<file path="src/rtl/key_event_tx.sv">
// key_event_tx: debounces the camera key bitmap and queues note-on/off bytes for the UART byte sender.
// Optional feature macro KEY_EVT_SNAPSHOT_EN: periodic 0xFF-headed snapshot of the stable key bitmap.
module key_event_tx #(
    parameter int NKEYS       = 40,
    parameter int DEBOUNCE    = 3,
    parameter int FIFO_DEPTH  = 16,
    parameter int SNAP_PERIOD = 64
) (
    input  logic                        clk,
    input  logic                        rst,
    input  logic [NKEYS-1:0]            key_down,
    input  logic                        sample_en,
    output logic                        send,
    output logic [7:0]                  send_data,
    input  logic                        send_done,
    output logic [NKEYS-1:0]            stable_keys,
    output logic [$clog2(FIFO_DEPTH):0] fifo_level
);
    localparam int AW = $clog2(FIFO_DEPTH);
    localparam int LW = AW + 1;

    typedef enum logic {S_IDLE, S_WAIT} tx_state_e;

    logic [NKEYS-1:0] stable_q, pending_q, pending_d, flip, cand, sel_oh;
    logic [3:0]       cnt_q [NKEYS];
    logic [3:0]       cnt_d [NKEYS];
    logic [5:0]       sel_idx;
    logic             sel_dir, sel_vld, push, pop, stall;
    logic [7:0]       mem_q [FIFO_DEPTH];
    logic [AW-1:0]    wr_ptr_q, rd_ptr_q;
    logic [LW-1:0]    count_q;
    logic             fifo_full, fifo_empty;
    tx_state_e        state_q, state_d;
    logic             send_q, send_d;
    logic [7:0]       data_q, data_d;
    logic             tx_done, snap_busy;
    logic [7:0]       snap_byte;

    // NOTE: every signal written in an always_comb gets a default first, so no latch can be inferred.
    always_comb begin
        flip = '0;
        for (int i = 0; i < NKEYS; i++) begin
            cnt_d[i] = cnt_q[i];
            if (sample_en) begin
                if (key_down[i] == stable_q[i]) begin
                    cnt_d[i] = '0;
                end else if (cnt_q[i] == 4'(DEBOUNCE - 1)) begin
                    cnt_d[i] = '0;
                    flip[i]  = 1'b1;
                end else begin
                    cnt_d[i] = cnt_q[i] + 4'd1;
                end
            end
        end
    end

    // A key flipping this cycle is skipped: its pending bit may be cancelling out.
    always_comb begin
        cand    = pending_q & ~flip;
        sel_oh  = '0;
        sel_idx = '0;
        sel_dir = 1'b0;
        sel_vld = 1'b0;
        for (int i = 0; i < NKEYS; i++) begin
            if (cand[i] && !sel_vld) begin
                sel_oh[i] = 1'b1;
                sel_idx   = 6'(i);
                sel_dir   = stable_q[i];
                sel_vld   = 1'b1;
            end
        end
    end

    assign push      = sel_vld && !fifo_full && !stall;
    assign pending_d = (pending_q ^ flip) & ~(push ? sel_oh : '0);

    // NOTE: sequential state uses non-blocking assignments only, so every register samples pre-edge values.
    always_ff @(posedge clk) begin
        if (rst) begin
            stable_q  <= '0;
            pending_q <= '0;
            for (int i = 0; i < NKEYS; i++) cnt_q[i] <= '0;
        end else begin
            stable_q  <= stable_q ^ flip;
            pending_q <= pending_d;
            for (int i = 0; i < NKEYS; i++) cnt_q[i] <= cnt_d[i];
        end
    end

    assign fifo_full  = (count_q == LW'(FIFO_DEPTH));
    assign fifo_empty = (count_q == '0);
    assign tx_done    = (state_q == S_WAIT) && send_done;
    assign pop        = tx_done && !snap_busy;

    // NOTE: the FIFO storage has no reset; the pointers and count alone define which entries are valid.
    always_ff @(posedge clk) begin
        if (push) mem_q[wr_ptr_q] <= {sel_dir, 1'b0, sel_idx};
    end

    always_ff @(posedge clk) begin
        if (rst) begin
            wr_ptr_q <= '0;
            rd_ptr_q <= '0;
            count_q  <= '0;
        end else begin
            if (push) wr_ptr_q <= wr_ptr_q + AW'(1);
            if (pop)  rd_ptr_q <= rd_ptr_q + AW'(1);
            count_q <= count_q + LW'(push) - LW'(pop);
        end
    end

    always_comb begin
        state_d = state_q;
        send_d  = send_q;
        data_d  = data_q;
        case (state_q)
            S_IDLE: begin
                if (snap_busy) begin
                    data_d  = snap_byte;
                    send_d  = 1'b1;
                    state_d = S_WAIT;
                end else if (!fifo_empty) begin
                    data_d  = mem_q[rd_ptr_q];
                    send_d  = 1'b1;
                    state_d = S_WAIT;
                end
            end
            S_WAIT: begin
                if (send_done) begin
                    send_d  = 1'b0;
                    state_d = S_IDLE;
                end
            end
        endcase
    end

    always_ff @(posedge clk) begin
        if (rst) begin
            state_q <= S_IDLE;
            send_q  <= 1'b0;
            data_q  <= '0;
        end else begin
            state_q <= state_d;
            send_q  <= send_d;
            data_q  <= data_d;
        end
    end

`ifdef KEY_EVT_SNAPSHOT_EN
    localparam int NBYTES = (NKEYS + 7) / 8;
    localparam int SW     = NBYTES * 8;
    localparam int SCW    = $clog2(SNAP_PERIOD + 1);

    logic [SCW-1:0] samp_cnt_q;
    logic           armed_q, busy_q;
    logic [3:0]     idx_q;
    logic [SW-1:0]  snap_keys_q;

    // The bitmap is frozen when the snapshot starts so all its bytes describe one instant.
    always_ff @(posedge clk) begin
        if (rst) begin
            samp_cnt_q  <= '0;
            armed_q     <= 1'b0;
            busy_q      <= 1'b0;
            idx_q       <= '0;
            snap_keys_q <= '0;
        end else begin
            if (armed_q && !busy_q && fifo_empty && pending_q == '0 && state_q == S_IDLE) begin
                armed_q     <= 1'b0;
                busy_q      <= 1'b1;
                idx_q       <= '0;
                snap_keys_q <= SW'(stable_q);
            end else if (busy_q && tx_done) begin
                if (idx_q == 4'(NBYTES)) busy_q <= 1'b0;
                idx_q <= idx_q + 4'd1;
            end
            if (sample_en) begin
                if (samp_cnt_q == SCW'(SNAP_PERIOD - 1)) begin
                    samp_cnt_q <= '0;
                    armed_q    <= 1'b1;
                end else begin
                    samp_cnt_q <= samp_cnt_q + SCW'(1);
                end
            end
        end
    end

    always_comb begin
        snap_byte = 8'hFF;
        if (idx_q != '0) snap_byte = snap_keys_q[(int'(idx_q) - 1) * 8 +: 8];
    end

    assign snap_busy = busy_q;
    assign stall     = busy_q;
`else
    assign snap_busy = 1'b0;
    assign stall     = 1'b0;
    assign snap_byte = 8'h00;
`endif

    assign send        = send_q;
    assign send_data   = data_q;
    assign stable_keys = stable_q;
    assign fifo_level  = count_q;
endmodule

</file>
<file path="config.mk">
export PLATFORM = sky130hd
export DESIGN_NAME = key_event_tx
export DESIGN_NICKNAME = d
export VERILOG_FILES = /design/src/rtl/key_event_tx.sv
export SDC_FILE = /design/constraint.sdc
export NUM_CORES = 1
export LEC_CHECK = 0
export ABC_AREA = 1
export CAP_MARGIN = 20
export CORE_ASPECT_RATIO = 0.8
export CORE_MARGIN = 2
export CORE_UTILIZATION = 60
export CTS_CLUSTER_SIZE = 8
export DETAILED_ROUTE_END_ITERATION = 16
export PLACE_DENSITY_LB_ADDON = 0.15
export SYNTH_ARGS = -nofsm -noshare
export SYNTH_HDL_FRONTEND = slang
export SYNTH_SLANG_ARGS = --single-unit
</file>
<file path="constraint.sdc">
create_clock -name clk -period 8.5 [get_ports clk]
set_input_delay 1.7 -clock clk [delete_from_list [all_inputs] [get_ports clk]]
set_output_delay 1.7 -clock clk [all_outputs]
set_load 0.005 [all_outputs]
</file>
==> After elaboration in Yosys (flattened, before gate mapping) <==
Memories as Yosys holds them, arrays and structs flattened. A register that Yosys moved wholly into a read port is not among the register bits.
Index checks and enable logic that the tools add are counted.
{ "word_totals": {"register_bits": 103, "mem_bits_rw": 272, "in_bits": 44, "output_inout_bits": 54, "wordCells": 719, "n_memories": 2} }
{ "mem_list": {"columns": ["memory", "words", "word_bits", "read_ports", "rd_ports_with_merged_regs", "write_ports", "line", "rtl"], "rows": [
  ["cnt_q", 40, 4, 40, 0, 40, "25", "logic [3:0] cnt_q [NKEYS];"],
  ["mem_q", 16, 7, 1, 1, 1, "29", "logic [7:0] mem_q [FIFO_DEPTH];"]
]} }
{ "op_classes": {"addsub": 44, "n_eq_ne": 83, "n_mux": 450, "n_bitwise": 48, "n_reduce_logical": 84} }
{ "ops": {"columns": ["operator", "count"], "rows": [
  ["4-bit two-way mux", 160],
  ["1-bit two-way mux", 249],
  ["6-bit two-way mux", 38],
  ["4-bit by 1-bit adder with 4-bit output (second input constant)", 42],
  ["4-bit by 2-bit == test with 1-bit output (second input constant)", 40],
  ["40-bit bitwise AND", 2],
  ["40-bit NOT", 2],
  ["40-bit bitwise XOR", 2],
  ["1-bit logical AND", 41],
  ["1-bit == test", 40],
  ["1-bit logical NOT", 40],
  ["40-bit two-way mux", 1],
  ["1-bit OR", 40],
  ["5-bit by 1-bit adder with 5-bit output", 1],
  ["5-bit == test (second input constant)", 1],
  ["5-bit logical NOT", 1],
  ["5-bit by 1-bit subtractor with 5-bit output", 1],
  ["2-bit inequality test (second input constant)", 2],
  ["1-bit one-hot mux with 2 select lines", 2],
  ["2-bit AND reduction", 2],
  ["1-bit NOT", 2]
]} }

==> Logic depth before layout (Yosys ltp) <==
Gate-level depths: netlist (run 1).
An unclocked memory read counts as a cell.
{ "depth": {"ltp_word": 129, "mapped_depth": 38} }

==> Worst setup path before layout (run 1) <==
No wires, ideal clock.
{ "synth_timing": {"path_type": "input to register", "startpoint": "in sample_en", "endpoint": "reg count_q[4] (netlist: fifo_level[4])", "t_arrival_ps": 6764, "t_required_ps": 8372, "slack_ps": 1608, "stages": 38, "path_buffers": 4, "path_cell_list": "buf_2 -> inv_1 -> clkbuf_1 -> clkbuf_1 -> nor3_1 -> inv_1 -> ha_1 -> inv_1 -> nand4_4 -> nor2_4 -> nand4_4 -> nor2_4 -> nand4_2 -> nor2_4 -> nand4_4 -> nor2_4 -> nand4_4 -> nor2_4 -> [... 2 more ...] -> nand4_1 -> nor2_2 -> nand4_2 -> nor2_2 -> nand4_2 -> nor2_4 -> nand4_4 -> nand2_4 -> buf_4 -> ha_1 -> inv_1 -> ha_1 -> inv_1 -> fa_1 -> nor3_1 -> a211oi_1 -> o21ai_0 -> a21oi_1"} }
{ "synth_between": {"elab_chain_len": 124} }
{ "synth_lines": {"columns": ["element", "line", "rtl"], "rows": [
  ["start: declaration", "12", "input logic sample_en,"],
  ["1-bit two-way mux", "44", "if (sample_en) begin"],
  ["40-bit NOT (*)", "59", "cand = pending_q & ~flip;"],
  ["40-bit bitwise AND (*)", "59", null],
  ["1-bit two-way mux", "65", "if (cand[i] && !sel_vld) begin"],
  ["1-bit logical NOT", "65", null],
  ["1-bit logical AND", "65", null],
  ["1-bit two-way mux", "65", null],
  ["1-bit logical NOT", "65", null],
  ["[... 108 more ...]", null, null],
  ["1-bit logical AND", "65", null],
  ["1-bit two-way mux", "65", null],
  ["1-bit logical NOT", "65", null],
  ["1-bit logical AND", "65", null],
  ["1-bit two-way mux (*)", "65", null],
  ["1-bit logical AND (*)", "74", "assign push = sel_vld && !fifo_full && !stall;"],
  ["5-bit by 1-bit adder with 5-bit output (*)", "108", "count_q <= count_q + LW'(push) - LW'(pop);"],
  ["5-bit by 1-bit subtractor with 5-bit output (*)", "108", null],
  ["end signal: assignment", "108", null],
  ["end: declaration", "31", "logic [LW-1:0] count_q;"]
]} }
Mark *: on every way between the ends. The rest lies on a longest branch, timed or not.
A chain may end at the register's enable or synchronous reset.

==> Worst setup path in the final report (run 1) <==
{ "layout_timing": {"startpoint": "in key_down[1]", "endpoint": "reg count_q[4] (netlist: fifo_level[4])"} }
{ "layout_between": {"elab_chain_len": 124} }
{ "layout_lines": {"columns": ["element", "line", "rtl"], "rows": [
  ["start: declaration", "11", "input logic [NKEYS-1:0] key_down,"],
  ["1-bit == test (*)", "45", "if (key_down[i] == stable_q[i]) begin"],
  ["1-bit two-way mux (*)", "45", null],
  ["1-bit two-way mux (*)", "44", null],
  ["40-bit NOT (*)", "59", null],
  ["40-bit bitwise AND (*)", "59", null],
  ["1-bit logical AND (*)", "65", null],
  ["1-bit two-way mux (*)", "65", null],
  ["1-bit logical NOT", "65", null],
  ["[... 108 more ...]", null, null],
  ["1-bit logical AND", "65", null],
  ["1-bit two-way mux (*)", "65", null],
  ["1-bit logical NOT", "65", null],
  ["1-bit logical AND", "65", null],
  ["1-bit two-way mux (*)", "65", null],
  ["1-bit logical AND (*)", "74", null],
  ["5-bit by 1-bit adder with 5-bit output (*)", "108", null],
  ["5-bit by 1-bit subtractor with 5-bit output (*)", "108", null]
]} }
Marks and branches as above.

==> results of run 1 <==
[per-stage QoR]
stage               total power, W  util [%]  hold slack (ns)
finish                     0.00486      69.5            0.471
global route               0.00509      69.5            0.514
CTS                        0.00488      69.5            0.477
detailed placement         0.00303      64.8            0.465
global placement           0.00300      64.8            0.458
floorplan                  0.00272         -            0.455
[cells by family (layout without fill, tap and decap cells)]
group	count (synthesis)	after routing	synth area share, %
compound gates	371	371	11.9
simple gates	840	840	20.4
fa+ha+maj	131	131	9.00
buf+inv	335	442	7.04
flops	374	374	47.1
xor+xnor	95	95	4.55
other cells	1	1	0.0205
[cell type report]
class / instances / area share, %
well taps: 413 / 2.46
clock buffers: 71 / 6.59
inverters: 263 / 4.73
flip-flops and latches: 374 / 41.1
repair buffers: 105 / 4.89
multi-input cells: 1438 / 40.0
clock inverters: 3 / 0.233
[critical path, delay by kind of cell]
| family | cells | cell delay, ns |
|---|---|---|
| buf+inv | 5 | 0.76 |
| fa+ha+maj | 4 | 1.11 |
| xor+xnor | 1 | 0.15 |
| compound gates | 3 | 0.28 |
| simple gates | 22 | 3.42 |
[flip-flops by register name, summed over array words and instances (netlist names)]
register and cells:
cnt_q 160, mem_q 112, pending_q 40, stable_keys 40, send_data 7, fifo_level 5
rd_ptr_q 4, wr_ptr_q 4, send 1, state_q 1
[path summary, 6_finish.rpt]
| check | startpoint | endpoint | slack, ns | depth (start not counted) |
|---|---|---|---|---|
| setup reg to reg | cnt_q[0][13] | fifo_level[4] | 2.51 | 35 |
| setup / recovery | key_down[1] | fifo_level[4] | 1.48 | 35 |
| hold / removal | send | send | 0.47 | 2 |
| hold reg to reg | send | send | 0.47 | 2 |
[power groups by stage]
stage	combinational (W)	clock (W)	sequential, W
3_3_place_gp	0.000864	0	0.00214
3_5_place_dp	0.000885	0	0.00214
5_1_grt	0.00100	0.00196	0.00212
6_report	0.000898	0.00185	0.00211
4_1_cts	0.000893	0.00188	0.00211
2_1_floorplan	0.000599	0	0.00212
[placed cells by master (no fill, tap or decap), types with 2 or more instances in the layout]
master           count
a2bb2oi_1            2
edfxtp_1           112
xor2_1              56
o221ai_1            21
o211ai_1            15
nand4_2              3
a211oi_1            39
nor4_1               7
nor2_4               7
inv_2                3
buf_4                9
inv_1              258
clkbuf_16           52
nand2_1            237
nand3b_1             2
nor2_2               3
nor2_1             348
nand4_4              6
xnor2_1             39
nor3_1              88
nand4_1             26
nand3_1             81
dfxtp_1            262
clkbuf_1            18
o21a_1              27
ha_1               130
clkdlybuf4s50_1     94
or2_2               27
clkinv_8             3
a21oi_1            119
o21ai_0            138
o22ai_1              7
[per-layer routing]
metal / vias to the layer above / part of all wire (%)
li1: 7311 / -
met1: 6725 / 47
met2: 431 / 44
met3: 84 / 6.6
met4: 0 / 2.2
met5: - / 0
==> reports/metrics.csv, run 1 <==
metric,value,unit
power_density,232,nW/µm²
wire_per_inst,15.5,µm
synth_cell_types,44,
max_freq,0.142,GHz
fin_crit_sh,82.6,%
core-area,30200,µm²
slowest_delay,0.42,ns
clock_path_buffers,3,
area_growth,14.6,%
postLayoutCellArea,21000,µm²
yosysMostFrequentCell,nor2_1,
netSwitchingFraction,29.1,%
cts_hold_buf,0,
outcome,finished clean,
ys_seq_elements,374,
maxSlewHeadroom,36.0,%
multi_input_area,8390,µm²
start_util,60.6,%
grt_overflow_total,0,
fin_crit,7.02,ns
drive_gt1_share,5.41,%
intPower,0.00344,W
worst_pin_slew,0.957,ns
dp_cells,2593,
cts.htree.levels,2,
synth_area_leader_cell,dfxtp_1,
combPwrFrac,18.5,%
die_y,160,µm
globalRouteMet3Util,4.54,%
synth_top_area_share,28.7,%
ys_top_cells_by_count,"nor2_1, dfxtp_1, inv_1, nand2_1, o21ai_0",
path_clk_slew,0.05,ns
final-max-slew-violation-count,0,
ys_seq_area_share,47.1,%
ys_async_sr_fraction,0,%
port-buffer-count,96,
p_leak,8.33,nW
crit_arrival,7.46,ns
wl,41200,µm
rsz0062_at_grt,no,
fin_ws,1.48,ns
avgSynthCellArea,8.52,µm²
max-vdd-ir-drop,165,µV
syn_inst,2147,
cts_tree,yes,
die_area,31900,µm²
cp_common_cell,nor2_4,
via_per_inst,5.46,
vias,14600,
grt_pass1_vias,13800,
insertion_delay,0.57,ns
seqCellArea,8610,µm²
antennaDiodeCount,0,
synth_area_leaders,"dfxtp_1, edfxtp_1, ha_1, nor2_1, inv_1",
nNetsFinal,2409,
drc,0,
met2_usage,41.0,%
placed_area,19500,µm²
io_pins,98,
postCtsResizedCells,0,
drtIter0Drc,985,
synth_nets,2322,
cp.required,8.94,ns
grtUsageTotal,26.4,%
path_max_fanout,28,
grt_pass1_wl,68300,µm
die_w,199,µm
antenna_found_initial,0,
met1_usage,37.5,%
antenna_left,0,
drtPass1Iterations,5,
hpwl,28000,µm
grt_max_degree,88,
synth_edf_count,112,
cts-root-buf,clkbuf_16,
gr-max-usage-layer,met2,
p_seq_share,43.4,%
crit_slowest_cell,clkdlybuf4s50_1,
cts_made_buffers,52,
gp_congestion,0.891,
ys_warn_count,0,
synth_area,18300,µm²
setup_viol,0,
start_kind,input pin,
maxCapViolations,0,
worstSetupEndpointType,register,
tns,0,ns
switchingPower,0.00141,W
final_hold_viol_count,0,
rows,57,
clock_power_share,38.1,%
clock_skew,0.0128,ns
finalNonFillerCells,2667,
synthFlopType,dfxtp_1,
dp_slack,0.959,ns
numClockSinks,374,
post-cts-setup-buffer-count,0,
fillers,2344,
hold_class,reg2reg,
path_class,in2reg,
Power figures use the tool's default switching activity.
==> run 2: changes to the inputs <==
==> constraint.sdc (replaced) <==
create_clock -name clk -period 7.2 [get_ports clk]
set_input_delay 1.44 -clock clk [delete_from_list [all_inputs] [get_ports clk]]
set_output_delay 1.44 -clock clk [all_outputs]
set_load 0.005 [all_outputs]
==> run 2 against run 1 <==
  * Die area stayed put
  * Critical path type unchanged
  * Sequential share of layout area fell by 0.054 points
  * Critical path depth unchanged
  * Clock power up 19%
  * Power grew 19%
  * Global-route usage is 0.29 points lower
  * Routed wire length is 0.56% lower
  * Register-to-register slack got worse by 1.0 ns
  * Flip-flop and latch count stayed put
==> reports/metrics.csv, run 2 (synthesized netlist as in run 1, its figures left out) <==
metric,value,unit
start_kind,input pin,
antenna_found_initial,1,
hold_class,reg2reg,
drive_gt1_share,5.41,%
start_util,60.6,%
clock_path_buffers,3,
max-vdd-ir-drop,196,µV
setup_viol,0,
rsz0062_at_grt,no,
grtUsageTotal,26.1,%
worstSetupEndpointType,register,
cts_hold_buf,0,
largestRegisters,"cnt_q: 160 flops, mem_q: 112 flops",
drtPass1Iterations,6,
io_pins,98,
grt_max_degree,113,
postCtsResizedCells,0,
r2r_slack,1.47,ns
maxSlewHeadroom,27.4,%
nNetsFinal,2409,
fin_crit,6.47,ns
final_cell_mix,"nor2_1, dfxtp_1, inv_1, nand2_1, o21ai_0",
cp.required,7.65,ns
cts_made_buffers,52,
min-delay-start,send,
path_class,in2reg,
tns,0,ns
wire_per_inst,15.4,µm
cts.htree.levels,2,
p_leak,8.34,nW
vias,14700,
die_area,31900,µm²
port-buffer-count,96,
path_clk_slew,0.05,ns
max_freq,0.154,GHz
drtIter0Drc,1125,
largest_register,cnt_q,
largest_reg_flops,160,
power_density,275,nW/µm²
wl,41000,µm
numClockSinks,374,
rows,57,
clock_skew,0.0244,ns
area_growth,14.8,%
gp_congestion,0.917,
via_per_inst,5.50,
final-max-slew-violation-count,0,
slowest_delay,0.41,ns
fin_crit_sh,89.9,%
final_hold_viol_count,0,
crit_slowest_cell,clkdlybuf4s50_1,
die_y,160,µm
insertion_delay,0.58,ns
antenna_left,0,
crit_arrival,6.93,ns
timing.critical_path.from,key_down[1],
core-area,30200,µm²
die_w,199,µm
path_max_fanout,6,
fillers,2410,
grt_pass1_vias,13800,
whs,0.474,ns
cts-root-buf,clkbuf_16,
grt_overflow_total,0,
outcome,finished clean,
hpwl,27700,µm
maxCapViolations,0,
drc,0,
reg2reg_from,cnt_q[0][5],
cts_tree,yes,
worst_pin_slew,1.09,ns
cp_common_cell,nor2_4,
grt_pass1_wl,67800,µm
mostFrequentLayoutCell,nor2_1,
post-cts-setup-buffer-count,0,
[run 2: cell count changes in the layout (fill, tap and decap cells not counted), sizes merged]
cell    previous run  this run
diode              0         1
clkbuf            71        72
inv              262       263
clkinv             4         3
[run 2: metal layers]
metal	up-vias	routed length, µm	GRT usage (%)
met5	-	0	0
met4	0	996	7.70
met3	80	2800	4.31
met2	414	18300	41.2
met1	6877	18900	36.8
li1	7317	-	-
[run 2: per-stage QoR]
| step | cells | util (%) | worst slack [ns] | total power (W) | cell area, µm² |
|---|---|---|---|---|---|
| floorplan | 2147 | - | 0.568 | 0.00321 | 18300 |
| finish | 2669 | 69.6 | 0.726 | 0.00577 | 21000 |
| global route | 2669 | 69.6 | 0.0466 | 0.00604 | 21000 |
| detailed placement | 2593 | 64.8 | 0.205 | 0.00358 | 19500 |
| CTS | 2668 | 69.6 | 0.748 | 0.00580 | 21000 |
| global placement | 2593 | 64.8 | 0.357 | 0.00355 | 19500 |
[run 2: power breakdown]
| group | internal, W | switching, W | total, W |
|---|---|---|---|
| clock network | 0.00133 | 0.000887 | 0.00221 |
| registers | 0.00239 | 0.000107 | 0.00250 |
| logic | 0.000368 | 0.000691 | 0.00106 |
| total | 0.00408 | 0.00169 | 0.00577 |
[run 2: final cells by class]
type                       count  area, µm²  share of cell area [%]
tap                          413        517                    2.46
clock inverter                 3       70.1                   0.334
inverter                     263        992                    4.73
sequential                   374       8610                    41.0
antenna                        1       2.50                  0.0119
clock buffer                  72       1390                    6.60
multi-input combinational   1438       8390                    40.0
timing repair buffer         105       1020                    4.88
[run 2: final timing paths]
| kind | to | depth (start not counted) |
|---|---|---|
| setup reg to reg | fifo_level[4] | 35 |
| hold reg to reg | send | 2 |
| hold / removal | send | 2 |
| setup / recovery | fifo_level[4] | 35 |
[run 2: worst max-delay path: cells and delay by family]
family                   cells  cell delay (ns)
AO/OA/AOI/OAI                3             0.28
adder cells (fa/ha/maj)      4             1.02
AND/OR/NAND/NOR             22             3.27
buffers and inverters        5             0.76
XOR/XNOR                     1             0.16
